==> config.mk <==
export PLATFORM = sky130hd
export DESIGN_NAME = uvmt_apb_st_dut_bridge_flat
export DESIGN_NICKNAME = d
export VERILOG_FILES = /design/src/rtl/uvmt_apb_st_dut_bridge_pkg.sv /design/src/rtl/uvmt_apb_st_dut_bridge_if.sv /design/src/rtl/uvmt_apb_st_dut_timeout_cntr.sv /design/src/rtl/uvmt_apb_st_dut_bridge.sv /design/src/flat_wrapper.sv
export SDC_FILE = /design/constraint.sdc
export NUM_CORES = 1
export LEC_CHECK = 0
export ABC_AREA = 0
export ABC_CLOCK_PERIOD_IN_PS = 3600
export BUFFER_PORTS_ARGS = -buffer_cell sky130_fd_sc_hd__buf_2
export CAP_MARGIN = 20
export CORE_ASPECT_RATIO = 2
export CORE_UTILIZATION = 30
export CTS_BUF_LIST = sky130_fd_sc_hd__clkbuf_4 sky130_fd_sc_hd__clkbuf_8
export DETAILED_ROUTE_END_ITERATION = 8
export GPL_ROUTABILITY_DRIVEN = 0
export GPL_TIMING_DRIVEN = 1
export PLACE_DENSITY_LB_ADDON = 0.08
export SYNTH_ARGS = -nofsm -noshare
export SYNTH_HDL_FRONTEND = slang
export SYNTH_SLANG_ARGS = --single-unit
==> constraint.sdc <==
create_clock -name clk -period 3.6 [get_ports clk]
set_clock_uncertainty 0.05 [all_clocks]
set_input_delay 0.36 -clock clk [delete_from_list [all_inputs] [get_ports clk]]
set_output_delay 0.36 -clock clk [all_outputs]
set_load 0.05 [all_outputs]
==> src/rtl/uvmt_apb_st_dut_bridge_pkg.sv <==
// Package uvmt_apb_st_dut_pkg: shared types and constants for the APB
// self-test bridge.
//   - uvmt_apb_st_dut_bridge_state_enum : bridge FSM states
//   - DEFAULT_* : default parameter values used by the bridge and interface
//   - PPROT_WIDTH : width of the APB protection field
package uvmt_apb_st_dut_pkg;

  localparam int DEFAULT_ADDR_WIDTH     = 32;
  localparam int DEFAULT_DATA_WIDTH     = 32;
  localparam int DEFAULT_TIMEOUT_CYCLES = 256;
  localparam int PPROT_WIDTH            = 3;

  // IDLE is encoded as zero so the debug state output resets to 0.
  typedef enum logic [1:0] {
    ST_IDLE   = 2'd0,
    ST_SETUP  = 2'd1,
    ST_ACCESS = 2'd2,
    ST_RESP   = 2'd3
  } uvmt_apb_st_dut_bridge_state_enum;

endpackage

==> src/rtl/uvmt_apb_st_dut_bridge_if.sv <==
// APB bus bundle used on both sides of the bridge.
// Handshake: a transfer starts with psel=1/penable=0 (SETUP) for one cycle,
// then psel=1/penable=1 (ACCESS) with all request fields held stable until
// the completer answers with pready=1; prdata/pslverr are only meaningful
// in that pready cycle.
//   modport master : requester side (drives request, samples response)
//   modport slave  : completer side (samples request, drives response)
interface uvmt_apb_st_dut_bridge_if #(
  parameter int ADDR_WIDTH = uvmt_apb_st_dut_pkg::DEFAULT_ADDR_WIDTH,
  parameter int DATA_WIDTH = uvmt_apb_st_dut_pkg::DEFAULT_DATA_WIDTH
);
  logic                                      psel;
  logic                                      penable;
  logic                                      pwrite;
  logic [ADDR_WIDTH-1:0]                     paddr;
  logic [DATA_WIDTH-1:0]                     pwdata;
  logic [DATA_WIDTH/8-1:0]                   pstrb;
  logic [uvmt_apb_st_dut_pkg::PPROT_WIDTH-1:0] pprot;
  logic [DATA_WIDTH-1:0]                     prdata;
  logic                                      pready;
  logic                                      pslverr;

  modport master (
    output psel, penable, pwrite, paddr, pwdata, pstrb, pprot,
    input  prdata, pready, pslverr
  );

  modport slave (
    input  psel, penable, pwrite, paddr, pwdata, pstrb, pprot,
    output prdata, pready, pslverr
  );
endinterface

==> src/rtl/uvmt_apb_st_dut_timeout_cntr.sv <==
// Downstream ACCESS-phase watchdog counter.
//   clk, reset : clock, asynchronous active-high reset
//   clear      : zero the count (asserted in the cycle before ACCESS)
//   enable     : count this cycle (asserted in every ACCESS cycle)
//   expired    : current ACCESS cycle is the last one allowed
module uvmt_apb_st_dut_timeout_cntr #(
  parameter int TIMEOUT_CYCLES = uvmt_apb_st_dut_pkg::DEFAULT_TIMEOUT_CYCLES
) (
  input  logic clk,
  input  logic reset,
  input  logic clear,
  input  logic enable,
  output logic expired
);
  localparam int CW = $clog2(TIMEOUT_CYCLES + 1);
  localparam logic [CW-1:0] LIMIT = CW'(TIMEOUT_CYCLES);
  localparam logic [CW-1:0] LAST  = CW'(TIMEOUT_CYCLES - 1);

  if (TIMEOUT_CYCLES < 1) begin : g_bad_timeout
    $error("uvmt_apb_st_dut_timeout_cntr: TIMEOUT_CYCLES must be >= 1");
  end

  logic [CW-1:0] count_q;

  always_ff @(posedge clk or posedge reset) begin
    if (reset) begin
      count_q <= '0;
    end else if (clear) begin
      count_q <= '0;
    end else if (enable && (count_q != LIMIT)) begin
      count_q <= count_q + CW'(1);
    end
  end

  // The count holds the number of ACCESS cycles already completed, so the
  // cycle in which it equals TIMEOUT_CYCLES-1 is the final permitted one.
  assign expired = enable && (count_q >= LAST);

endmodule

==> src/rtl/uvmt_apb_st_dut_bridge.sv <==
// Single-slot APB-to-APB register bridge.
// Captures one upstream transfer, replays it downstream as SETUP/ACCESS,
// then returns the downstream response upstream for exactly one cycle.
// A watchdog aborts a downstream ACCESS that never sees pready.
//   clk, reset : clock, asynchronous active-high reset
//   mstr_if    : upstream completer port (master agent side)
//   slv_if     : downstream requester port (slave agent side)
//   timeout    : one-cycle pulse (in the RESP cycle) for every abort
//   dbg_state  : current FSM state
module uvmt_apb_st_dut_bridge
  import uvmt_apb_st_dut_pkg::*;
#(
  parameter int ADDR_WIDTH     = DEFAULT_ADDR_WIDTH,
  parameter int DATA_WIDTH     = DEFAULT_DATA_WIDTH,
  parameter int TIMEOUT_CYCLES = DEFAULT_TIMEOUT_CYCLES
) (
  input  logic                             clk,
  input  logic                             reset,
  uvmt_apb_st_dut_bridge_if.slave          mstr_if,
  uvmt_apb_st_dut_bridge_if.master         slv_if,
  output logic                             timeout,
  output uvmt_apb_st_dut_bridge_state_enum dbg_state
);
  localparam int STRB_WIDTH = DATA_WIDTH / 8;

  if (!(DATA_WIDTH == 8 || DATA_WIDTH == 16 || DATA_WIDTH == 32)) begin : g_bad_data_width
    $error("uvmt_apb_st_dut_bridge: DATA_WIDTH must be 8, 16 or 32");
  end

  uvmt_apb_st_dut_bridge_state_enum state_q, state_d;
  logic                   capture;
  logic                   expired;
  logic [ADDR_WIDTH-1:0]  addr_q;
  logic                   write_q;
  logic [DATA_WIDTH-1:0]  wdata_q;
  logic [STRB_WIDTH-1:0]  strb_q;
  logic [PPROT_WIDTH-1:0] prot_q;
  logic [DATA_WIDTH-1:0]  rdata_q;
  logic                   slverr_q;
  logic                   timeout_q;

  uvmt_apb_st_dut_timeout_cntr #(
    .TIMEOUT_CYCLES(TIMEOUT_CYCLES)
  ) u_timeout_cntr (
    .clk    (clk),
    .reset  (reset),
    .clear  (state_q == ST_SETUP),
    .enable (state_q == ST_ACCESS),
    .expired(expired)
  );

  always_ff @(posedge clk or posedge reset) begin
    if (reset) begin
      state_q <= ST_IDLE;
    end else begin
      state_q <= state_d;
    end
  end

  // Only a SETUP phase in IDLE starts a transfer; an upstream ACCESS phase
  // seen in IDLE is the tail of the transfer just answered, or stray.
  always_comb begin
    state_d = state_q;
    capture = 1'b0;
    case (state_q)
      ST_IDLE: begin
        if (mstr_if.psel && !mstr_if.penable) begin
          capture = 1'b1;
          state_d = ST_SETUP;
        end
      end
      ST_SETUP:  state_d = ST_ACCESS;
      ST_ACCESS: begin
        if (slv_if.pready || expired) begin
          state_d = ST_RESP;
        end
      end
      ST_RESP:   state_d = ST_IDLE;
      default:   state_d = ST_IDLE;
    endcase
  end

  // Request fields are sampled once at capture and never again, so an
  // upstream that changes them mid-transfer cannot corrupt the replay.
  always_ff @(posedge clk or posedge reset) begin
    if (reset) begin
      addr_q    <= '0;
      write_q   <= 1'b0;
      wdata_q   <= '0;
      strb_q    <= '0;
      prot_q    <= '0;
      rdata_q   <= '0;
      slverr_q  <= 1'b0;
      timeout_q <= 1'b0;
    end else begin
      timeout_q <= 1'b0;
      if (capture) begin
        addr_q  <= mstr_if.paddr;
        write_q <= mstr_if.pwrite;
        wdata_q <= mstr_if.pwdata;
        strb_q  <= mstr_if.pstrb;
        prot_q  <= mstr_if.pprot;
      end
      if (state_q == ST_ACCESS) begin
        // A real pready beats a simultaneous expiry.
        if (slv_if.pready) begin
          rdata_q  <= write_q ? '0 : slv_if.prdata;
          slverr_q <= slv_if.pslverr;
        end else if (expired) begin
          rdata_q   <= '0;
          slverr_q  <= 1'b1;
          timeout_q <= 1'b1;
        end
      end
    end
  end

  // Control outputs decode directly from the state register so that an
  // asynchronous reset drops both buses immediately.
  assign slv_if.psel    = (state_q == ST_SETUP) || (state_q == ST_ACCESS);
  assign slv_if.penable = (state_q == ST_ACCESS);
  assign slv_if.pwrite  = write_q;
  assign slv_if.paddr   = addr_q;
  assign slv_if.pwdata  = wdata_q;
  assign slv_if.pstrb   = strb_q;
  assign slv_if.pprot   = prot_q;

  assign mstr_if.pready  = (state_q == ST_RESP);
  assign mstr_if.pslverr = (state_q == ST_RESP) && slverr_q;
  assign mstr_if.prdata  = (state_q == ST_RESP) ? rdata_q : '0;

  assign timeout   = timeout_q;
  assign dbg_state = state_q;

endmodule

==> src/flat_wrapper.sv <==
// flat-port wrapper written by rule: the top's interface ports become plain ports
module uvmt_apb_st_dut_bridge_flat import uvmt_apb_st_dut_pkg::*;
#(
  parameter int ADDR_WIDTH     = DEFAULT_ADDR_WIDTH,
  parameter int DATA_WIDTH     = DEFAULT_DATA_WIDTH,
  parameter int TIMEOUT_CYCLES = DEFAULT_TIMEOUT_CYCLES
)
  (clk, reset, timeout, dbg_state, mstr_if_psel, mstr_if_penable, mstr_if_pwrite, mstr_if_paddr, mstr_if_pwdata, mstr_if_pstrb, mstr_if_pprot, mstr_if_prdata, mstr_if_pready, mstr_if_pslverr, slv_if_psel, slv_if_penable, slv_if_pwrite, slv_if_paddr, slv_if_pwdata, slv_if_pstrb, slv_if_pprot, slv_if_prdata, slv_if_pready, slv_if_pslverr);
  uvmt_apb_st_dut_bridge_if #(.ADDR_WIDTH(ADDR_WIDTH), .DATA_WIDTH(DATA_WIDTH)) mstr_if_i ();
  uvmt_apb_st_dut_bridge_if #(.ADDR_WIDTH(ADDR_WIDTH), .DATA_WIDTH(DATA_WIDTH)) slv_if_i ();
  input  logic clk;
  input  logic reset;
  output logic timeout;
  output uvmt_apb_st_dut_bridge_state_enum dbg_state;
  input wire logic [$bits(mstr_if_i.psel)-1:0] mstr_if_psel;
  input wire logic [$bits(mstr_if_i.penable)-1:0] mstr_if_penable;
  input wire logic [$bits(mstr_if_i.pwrite)-1:0] mstr_if_pwrite;
  input wire logic [$bits(mstr_if_i.paddr)-1:0] mstr_if_paddr;
  input wire logic [$bits(mstr_if_i.pwdata)-1:0] mstr_if_pwdata;
  input wire logic [$bits(mstr_if_i.pstrb)-1:0] mstr_if_pstrb;
  input wire logic [$bits(mstr_if_i.pprot)-1:0] mstr_if_pprot;
  output wire logic [$bits(mstr_if_i.prdata)-1:0] mstr_if_prdata;
  output wire logic [$bits(mstr_if_i.pready)-1:0] mstr_if_pready;
  output wire logic [$bits(mstr_if_i.pslverr)-1:0] mstr_if_pslverr;
  output wire logic [$bits(slv_if_i.psel)-1:0] slv_if_psel;
  output wire logic [$bits(slv_if_i.penable)-1:0] slv_if_penable;
  output wire logic [$bits(slv_if_i.pwrite)-1:0] slv_if_pwrite;
  output wire logic [$bits(slv_if_i.paddr)-1:0] slv_if_paddr;
  output wire logic [$bits(slv_if_i.pwdata)-1:0] slv_if_pwdata;
  output wire logic [$bits(slv_if_i.pstrb)-1:0] slv_if_pstrb;
  output wire logic [$bits(slv_if_i.pprot)-1:0] slv_if_pprot;
  input wire logic [$bits(slv_if_i.prdata)-1:0] slv_if_prdata;
  input wire logic [$bits(slv_if_i.pready)-1:0] slv_if_pready;
  input wire logic [$bits(slv_if_i.pslverr)-1:0] slv_if_pslverr;
  assign mstr_if_i.psel = mstr_if_psel;
  assign mstr_if_i.penable = mstr_if_penable;
  assign mstr_if_i.pwrite = mstr_if_pwrite;
  assign mstr_if_i.paddr = mstr_if_paddr;
  assign mstr_if_i.pwdata = mstr_if_pwdata;
  assign mstr_if_i.pstrb = mstr_if_pstrb;
  assign mstr_if_i.pprot = mstr_if_pprot;
  assign mstr_if_prdata = mstr_if_i.prdata;
  assign mstr_if_pready = mstr_if_i.pready;
  assign mstr_if_pslverr = mstr_if_i.pslverr;
  assign slv_if_psel = slv_if_i.psel;
  assign slv_if_penable = slv_if_i.penable;
  assign slv_if_pwrite = slv_if_i.pwrite;
  assign slv_if_paddr = slv_if_i.paddr;
  assign slv_if_pwdata = slv_if_i.pwdata;
  assign slv_if_pstrb = slv_if_i.pstrb;
  assign slv_if_pprot = slv_if_i.pprot;
  assign slv_if_i.prdata = slv_if_prdata;
  assign slv_if_i.pready = slv_if_pready;
  assign slv_if_i.pslverr = slv_if_pslverr;
  uvmt_apb_st_dut_bridge #(.ADDR_WIDTH(ADDR_WIDTH), .DATA_WIDTH(DATA_WIDTH), .TIMEOUT_CYCLES(TIMEOUT_CYCLES)) u_core (.clk(clk), .reset(reset), .mstr_if(mstr_if_i), .slv_if(slv_if_i), .timeout(timeout), .dbg_state(dbg_state));
endmodule
==> results.py <==
metrics = {
    "logic_synthesis": {
        "synth_top_area_cell": "dfrtp_1",
        "synth_compound_area_frac": 0.0749,
        "synth.most_common_cell": "dfrtp_1",
        "syn-instance-count": 338,
        "yosys.area_share.xor_xnor": 0.00916,
        "synth_top_area_frac": 0.613,
        "ys.flop_type": "dfrtp_1",
        "syn_avg_cell_area_sq_um": 14.1,
        "syn_area_sq_mm": 0.00478,
        "synth_enable_flop_cells": 0,
        "synthMuxAreaShare": 0.174,
        "synthTopCellsByArea": "dfrtp_1 61%, mux2_2 17%, a22o_1 5.9%",
        "synth-adder-area-share": 0.0209,
        "ys_types": 31,
        "synthArstFlopShare": 1.00,
        "ys_top_cells_by_count": "117 x dfrtp_1, 73 x mux2_2, 33 x and2_1",
        "ys_seq_elements": 117,
        "synth_top_family_by_area": "multiplexers",
        "yosys.area_share.simple": 0.0793,
        "yosys_warnings": 0,
        "syn_nets": 456,
        "yosysSeqAreaShare": 0.613,
    },
    "clock_network": {
        "cts_setup_buffers": 0,
        "cts_tree": "built",
        "cts_made_buffers": 17,
        "clock_latency_ns": 0.43,
        "cts_resized": 0,
        "htreeDepth": 4,
        "root_buffer": "clkbuf_8",
        "clockBufferDepth": 2,
        "cts_sinks": 117,
        "clk_pin_slew_ns": 0.08,
        "hold_buffers": 0,
    },
    "die": {
        "die_area_sq_mm": 0.0165,
        "dieHeight_um": 181,
        "boundaryPins": 221,
        "fp.dieW_um": 91.3,
        "rows": 64,
        "initial_core_util": 0.309,
        "core_area_sq_mm": 0.0155,
    },
    "timing": {
        "slew_headroom": 0.350,
        "setup_ws_ns": 1.00,
        "period_needed_ns": 2.60,
        "tns_ns": 0,
        "drv_slew": 0,
        "worst_pin_slew_ns": 0.975,
        "rsz0062_at_grt": "no",
        "setup_viol": 0,
        "hold_viol_final": 0,
        "max_freq_mhz": 385,
        "fin_crit_sh": 0.721,
    },
    "worst_setup_path": {
        "worst-path-max-fanout": 34,
        "worstSetupStartpointType": "flip-flop",
        "worstSetupPathType": "reg2out",
        "r2r_setup_slack_ns": 1.27,
        "cp.arrival_ns": 2.19,
        "endpoint_kind": "primary output",
        "required_ns": 3.19,
    },
    "status": {
        "status": "finished, final reports clean",
    },
    "global_routing": {
        "overflow": 0,
        "grt_pass1_vias": 3806,
        "grt_pass1_wl_mm": 19.8,
        "antenna_found_initial": 2,
        "track_usage": 0.160,
        "grt_max_degree": 67,
    },
    "place": {
        "dp_hpwl_mm": 9.23,
        "place_ws_ns": 1.26,
        "portBuffers": 220,
    },
    "routing": {
        "drt_iter0_drc": 92,
        "wire_per_inst_um": 16.1,
        "viasPerCell": 4.52,
        "ant_nets": 0,
        "vias": 3515,
        "drc": 0,
        "wl_mm": 12.6,
        "firstDrtPassIters": 6,
    },
    "power": {
        "p_per_area_mw_per_mm2": 1130,
        "max-vdd-ir-drop_mv": 0.383,
        "leakage_nw": 3.42,
    },
    "job": {
        "drv_cap": 0,
    },
    "layout": {
        "fin_nets": 683,
        "drive_above_1_share": 0.585,
        "area_growth_pct": 37.5,
    },
    "hold_path": {
        "hp-class": "in2async",
    },
}
[final cells by class]
type,count,area (sq um)
timing repair buffer,227,1180
multi-input combinational,194,1720
fill,1496,8880
clock inverter,14,224
inverter,8,32.5
antenna,2,5.00
tap,198,248
clock buffer,18,241
sequential,117,2930
[kinds of logic (layout without fill, tap and decap cells)]
kind of cell | after synthesis | count (layout)
buffers and inverters | 27 | 267
multiplexers | 74 | 74
XOR/XNOR | 5 | 5
adder cells (fa/ha/maj) | 8 | 8
other | 0 | 2
AND/OR/NAND/NOR | 64 | 64
AO/OA/AOI/OAI | 43 | 43
flip-flops | 117 | 117
[worst max-delay path, cell delays in order, from the launching register on]
cell and delay, ns:
dfrtp_1 0.41, ha_1 0.82, and2_1 0.23, buf_2 0.28
[metal layers]
metal	up-vias	GRT usage	routed length [um]	share of wire
met5	-	0	0	0
met2	132	0.317	7460	0.59
met1	1716	0.149	4290	0.34
li1	1648	-	-	-
met3	19	0.0342	520	0.041
met4	0	0.0743	289	0.023
[state kept, by name, indices dropped and copies added (netlist names)]
signal	count
u_core.slv_if.paddr	32
u_core.slverr_q	1
u_core.slv_if.pstrb	4
u_core.slv_if.pwdata	32
u_core.slv_if.pwrite	1
u_core.rdata_q	32
u_core.dbg_state	2
u_core.timeout	1
u_core.u_timeout_cntr.count_q	9
u_core.slv_if.pprot	3
[path summary, 6_finish.rpt]
check                                                            to  cells after the start                                          from
worst max-delay path                             mstr_if_prdata[11]                      3               u_core.dbg_state[0]$_DFFE_PP0P_
worst min-delay path                 u_core.rdata_q[22]$_DFFE_PP0P_                      2                                         reset
worst max register to register       u_core.rdata_q[19]$_DFFE_PP0P_                      8  u_core.u_timeout_cntr.count_q[0]$_DFFE_PP0P_
worst min register to register       u_core.rdata_q[14]$_DFFE_PP0P_                      1                u_core.rdata_q[14]$_DFFE_PP0P_
max in group asynchronous       u_core.slv_if.pwdata[8]$_DFFE_PP0P_                      3                                         reset
min in group clk                     u_core.rdata_q[30]$_DFFE_PP0P_                      2                             slv_if_prdata[30]
[where the power goes]
| group | switching, mW | leakage (nW) | internal, mW | total, mW |
|---|---|---|---|---|
| clock | 0.576 | 0.232 | 0.842 | 1.42 |
| combinational | 2.66 | 1.74 | 1.06 | 3.72 |
| sequential | 0.319 | 1.45 | 1.95 | 2.26 |
| total | 3.55 | 3.42 | 3.84 | 7.40 |
[per-stage QoR]
step           power (mW)  cells  hold WS [ns]   util  instance area (sq um)
3_5_place_dp         6.06    744         0.427  0.395                   6100
3_3_place_gp         6.02    744         0.426  0.395                   6100
5_1_grt              7.80    778        0.0718  0.425                   6570
6_report             7.40    778        0.0531  0.425                   6570
4_1_cts              7.51    776        0.0639  0.425                   6570
2_1_floorplan        5.17    338         0.408      -                   4780
[cell usage in the layout (no fill, tap or decap), types with 4 or more instances in the layout]
| cell type | count |
|---|---|
| buf_4 | 5 |
| clkinv_4 | 4 |
| buf_2 | 220 |
| xor2_1 | 4 |
| a22o_1 | 32 |
| and2_1 | 33 |
| inv_1 | 7 |
| nand4_1 | 6 |
| bufinv_16 | 5 |
| dfrtp_1 | 117 |
| ha_1 | 8 |
| clkbuf_8 | 17 |
| mux2_2 | 73 |
| nor2_1 | 10 |
Note: power is estimated with default switching activity, not from simulation.
